### src/rtl/serial_receiver.sv
// serial_receiver: one-bit serial link deserializer.
// Frame: start 0, DATA_BITS data bits LSB first, even parity bit p = ^d.
// Presents each word with a one-cycle valid strobe and parity error flag,
// and keeps a saturating count of parity-failed frames.
// Optional build macro RX_SYNC_EN: adds a two-flop input synchronizer
// (reset to idle-high), shifting all receive timing by two edges.
module serial_receiver #(
  parameter int unsigned DATA_BITS = 7,
  parameter int unsigned ERR_CNT_W = 8
) (
  input  logic                 clk,
  input  logic                 rstn,
  input  logic                 serial_in,
  input  logic                 err_clr,
  output logic [DATA_BITS-1:0] data_out,
  output logic                 valid,
  output logic                 parity_err,
  output logic                 busy,
  output logic [ERR_CNT_W-1:0] err_count
);

  localparam int unsigned CNT_W = (DATA_BITS > 1) ? $clog2(DATA_BITS) : 1;
  localparam logic [CNT_W-1:0] LAST_BIT = CNT_W'(DATA_BITS - 1);

  typedef enum logic [1:0] {
    S_IDLE   = 2'd0,
    S_DATA   = 2'd1,
    S_PARITY = 2'd2
  } state_t;

  state_t               r_state;
  logic [CNT_W-1:0]     r_cnt;
  logic [DATA_BITS-1:0] r_sh;
  logic                 w_rx;
  logic                 w_perr;

`ifdef RX_SYNC_EN
  logic r_sync1;
  logic r_sync2;

  // Two-flop synchronizer; resets to idle-high so reset never looks like a start bit
  always_ff @(posedge clk or negedge rstn) begin
    if (!rstn) begin
      r_sync1 <= 1'b1;
      r_sync2 <= 1'b1;
    end else begin
      r_sync1 <= serial_in;
      r_sync2 <= r_sync1;
    end
  end

  assign w_rx = r_sync2;
`else
  assign w_rx = serial_in;
`endif

  // Received parity bit against the assembled word: 1 means even parity violated
  assign w_perr = (^r_sh) ^ w_rx;

  // Receive FSM with registered outputs
  always_ff @(posedge clk or negedge rstn) begin
    if (!rstn) begin
      r_state    <= S_IDLE;
      r_cnt      <= '0;
      r_sh       <= '0;
      data_out   <= '0;
      valid      <= 1'b0;
      parity_err <= 1'b0;
      busy       <= 1'b0;
    end else begin
      valid <= 1'b0;
      case (r_state)
        S_IDLE: begin
          if (!w_rx) begin
            r_state <= S_DATA;
            r_cnt   <= '0;
            busy    <= 1'b1;
          end
        end
        S_DATA: begin
          r_sh[r_cnt] <= w_rx;
          if (r_cnt == LAST_BIT) begin
            r_state <= S_PARITY;
          end else begin
            r_cnt <= r_cnt + CNT_W'(1);
          end
        end
        S_PARITY: begin
          data_out   <= r_sh;
          parity_err <= w_perr;
          valid      <= 1'b1;
          busy       <= 1'b0;
          r_state    <= S_IDLE;
        end
        default: begin
          r_state <= S_IDLE;
          busy    <= 1'b0;
        end
      endcase
    end
  end

  // Saturating parity-error counter; clear has priority over increment
  always_ff @(posedge clk or negedge rstn) begin
    if (!rstn) begin
      err_count <= '0;
    end else if (err_clr) begin
      err_count <= '0;
    end else if (r_state == S_PARITY && w_perr && err_count != '1) begin
      err_count <= err_count + ERR_CNT_W'(1);
    end
  end

endmodule

### config.mk
export PLATFORM = sky130hd
export DESIGN_NAME = serial_receiver
export DESIGN_NICKNAME = d
export VERILOG_FILES = /design/src/rtl/serial_receiver.sv
export SDC_FILE = /design/constraint.sdc
export NUM_CORES = 1
export LEC_CHECK = 0
export CELL_PAD_IN_SITES_DETAIL_PLACEMENT = 2
export CELL_PAD_IN_SITES_GLOBAL_PLACEMENT = 2
export CORE_MARGIN = 3
export CORE_UTILIZATION = 34
export DETAILED_ROUTE_END_ITERATION = 6
export PLACE_DENSITY_LB_ADDON = 0.1
export SYNTH_ARGS = -nofsm -noshare
export SYNTH_HDL_FRONTEND = slang
export SYNTH_SLANG_ARGS = --single-unit
### constraint.sdc
create_clock -name clk -period 2.3 [get_ports clk]
set_clock_uncertainty 0.1 [all_clocks]
set_input_delay 0.46 -clock clk [delete_from_list [all_inputs] [get_ports clk]]
set_output_delay 0.46 -clock clk [all_outputs]
set_load 0.01 [all_outputs]
==> impl_metrics.csv, run 1 <==
group,metric,value,unit
global_route,grt_pass1_wl,6510,um
worst_hold_path,worstHoldEndpoint,"data_out[4]",
synth,yosys_warnings,0,
timing,fmax,0.449,GHz
critical_path,crit_path_top_delay_cell,"clkdlybuf4s50_1",
global_route,grt_pass1_vias,1320,
critical_path,start_kind,"input port",
routing,wire_per_inst,16.5,um
cts,htree_levels,2,
synth,synth_edf_count,0,
cts,cts-buffers-inserted,5,
routing,dr.pass1.iters,4,
die,die_area,5240,um2
routing,drt-vias-per-instance,5.15,
worst_hold_path,hp-class,"reg2reg",
cells_and_area,nNetsFinal,184,
critical_path,r2r-start,"r_sh[3]",
cts,cts_buffer_depth,2,
placement,dp_cells,219,
cells_and_area,drive_gt1_share,13.6,%
global_route,overflow,0,
pwr,powerDensity,1330,nW/um2
routing,drc,0,
timing,relSlewSlack,68.2,%
timing,slew_violations,0,
timing,setup-tns-final,0,ns
cells_and_area,final_cell_area,1880,um2
synth,yosysUniqueCellTypes,33,
critical_path,max_stage_delay,0.45,ns
routing,ant_nets,0,
critical_path,crit_top_cell,"xnor2_1",
cts,path_clk_slew,0.06,ns
outcome,status,"finished, final reports clean",
placement,gp_congestion,0.729,
routing,drt_wl_total,3750,um
routing,vias,1168,
die,die_x,72.4,um
global_route,antenna_found_initial,0,
timing,setup_viol,0,
synth,ys.flop_type,"dfrtp_1",
critical_path,cp_max_fo,4,
cells_and_area,synthToLayoutAreaGrowth,25.3,%
timing,grt_setup_unrepaired,"false",
cts,cts_tree,"done",
timing,layout_min_cycle_time,2.23,ns
critical_path,crit_chain,"clkdlybuf4s50_1 -> xnor2_1 -> xnor2_1 -> xnor2_2 -> buf_4 -> nor4_4 -> mux2_4",
pwr,power,2.49,mW
die,rows,23,
synth,syn_area_per_cell,10.3,um2
placement,hpwl,2740,um
cts,postCtsHoldBufs,0,
timing,worst_pin_slew,0.475,ns
cts,cts_num_sinks,30,
cts,clock_latency,0.28,ns
critical_path,r2r-end,"err_count[5]",
synth,syn_area,1500,um2
cells_and_area,stdcell_count,227,
cells_and_area,diodes,0,
global_route,grt_max_degree,31,
synth,async_flop_share,100,%
pwr,peakVddDrop,0.000466,V
synth,yosysSeqAreaShare,50.1,%
placement,io_buffers,21,
critical_path,cp_data_required_time,2.37,ns
timing,hold_violations,0,
die,coreArea,4120,um2
die,start_util,36.4,%
synth,ys_ff_latch,30,
cts,cts-root-buf,"clkbuf_8",
critical_path,reg2reg_setup_slack,0.32,ns
critical_path,reg2reg_depth,6,
flow_run,drv_cap,0,
die,dieHeight,72.4,um
pwr,p_leak,0.833,nW
global_route,track_usage,16.2,%
die,io_pins,22,
timing,fin_crit_sh,96.8,%
synth,synth_cells,146,
routing,drt_iter0_markers,50,
worst_hold_path,whs_path_depth,2,
critical_path,worst-path-buf-inv,2,
critical_path,path_delay_family,"buffers and inverters",
critical_path,crit_arrival,2.30,ns
worst_hold_path,hold_start,"data_out[4]",
critical_path,cp-end-kind,"flop",
placement,placed_cell_area,1780,um2
synth,synth_nets,153,
critical_path,path_class,"in2reg",
-- layout make-up --
cell class | count | area (um2)
Sequential cell | 30 | 751
Timing Repair Buffer | 29 | 270
Tap cell | 50 | 62.6
Clock buffer | 7 | 76.3
Fill cell | 455 | 2240
Multi-Input combinational cell | 106 | 691
Inverter | 5 | 26.3
-- worst register-to-register path: cells and delay by family (launching register included) --
kind / cells / cell delay [ns]
muxes: 1 / 0.32
DFF: 1 / 0.41
xor gates and xnor gates: 3 / 0.57
buffers and inverters: 1 / 0.17
and+or+nand+nor: 1 / 0.31
-- where the power goes --
part	switching [mW]	internal, mW	leakage (nW)
clock	0.191	0.208	0.0383
sequential	0.156	0.681	0.385
combinational	0.601	0.652	0.410
-- sequential cells by signal, indices dropped and copies added, names as in the netlist --
signal / count
err_count: 8
data_out: 7
r_sh: 7
r_cnt: 3
r_state: 2
busy: 1
parity_err: 1
valid: 1
-- cell usage in the layout, fill, tap and decap left out, types with 2 or more instances in the layout --
master	instances
dfrtp_1	30
nand2_1	28
clkdlybuf4s50_1	21
nor2_1	14
buf_4	8
xnor2_1	6
nand3_1	6
mux2_2	6
nor2b_1	5
mux2_1	5
clkbuf_8	5
nand2b_1	4
inv_1	4
a21oi_1	4
nor3_1	3
ha_1	3
and3_1	2
or3_1	2
o21ai_0	2
clkbuf_1	2
-- metal layers --
metal / part of all wire (%) / GRT usage, % / up-vias
li1: - / - / 547
met1: 44 / 20.0 / 597
met2: 51 / 27.5 / 19
met3: 3.7 / 4.57 / 5
met4: 1.4 / 4.92 / 0
met5: 0 / 0 / -
-- synthesized netlist by cell type, types with 2 or more instances --
cell      instances  area (um2)
dfrtp_1          30         751
nand2b_1          4        25.0
o21ai_0           2        10.0
nor3_1            3        15.0
nor2_1           14        52.6
a21oi_1           4        20.0
and3_1            2        12.5
ha_1              3        37.5
or3_1             2        12.5
mux2_1            6        67.6
nand2_1          28         105
clkbuf_1          2        7.51
buf_6             3        33.8
mux2_2            6        67.6
nand3_1           6        30.0
inv_1             4        15.0
nor2b_1           5        31.3
xnor2_1           7        61.3
-- timing repair --
item | CTS | global route
gates resized for setup | 0 | 2
buffers inserted | 0 | 1
endpoints found under the hold margin | 0 | 0
endpoints found under the setup margin | 0 | 2
-- worst max path at each step --
| stage | startpoint | to | slack, ns | cells past startpoint |
|---|---|---|---|---|
| 2_1_floorplan | serial_in | err_count[5] | 0.36 | 7 |
| 3_3_place_gp | serial_in | err_count[6] | -0.21 | 7 |
| 3_5_place_dp | serial_in | err_count[6] | -0.29 | 7 |
| 4_1_cts | serial_in | err_count[6] | 0.04 | 7 |
| 5_1_grt | serial_in | err_count[5] | 0.01 | 7 |
| 6_report | serial_in | err_count[5] | 0.07 | 7 |
-- metrics by stage --
step / setup WS (ns) / hold WS, ns / utilization [%]
6_report: 0.0728 / 0.381 / 45.6
5_1_grt: 0.0138 / 0.426 / 45.6
3_3_place_gp: -0.211 / 0.358 / 43.3
4_1_cts: 0.0356 / 0.388 / 45.2
2_1_floorplan: 0.358 / 0.0644 / -
3_5_place_dp: -0.286 / 0.374 / 43.3
-- cells by family (layout without fill, tap and decap cells) --
kind of cell,count (synthesis),in the layout,share of synthesized area (%)
AOI/OAI and AO/OA,13,13,6.27
xor gates and xnor gates,7,7,4.09
adders and majority gates,3,3,2.51
buffers and inverters,10,41,4.51
DFF,30,30,50.1
muxes,13,13,9.69
and+or+nand+nor,70,70,22.8
(Power assumes the default switching activity.)
==> run 2: changes to the inputs <==
--- a/config.mk
+++ b/config.mk
@@ -10,6 +10,7 @@
 export CORE_MARGIN = 3
 export CORE_UTILIZATION = 34
 export DETAILED_ROUTE_END_ITERATION = 6
+export HOLD_SLACK_MARGIN = 0.03
 export PLACE_DENSITY_LB_ADDON = 0.1
 export SYNTH_ARGS = -nofsm -noshare
 export SYNTH_HDL_FRONTEND = slang
==> results of run 2 <==
Final layout, timing and power as in run 1 (identical DEF).
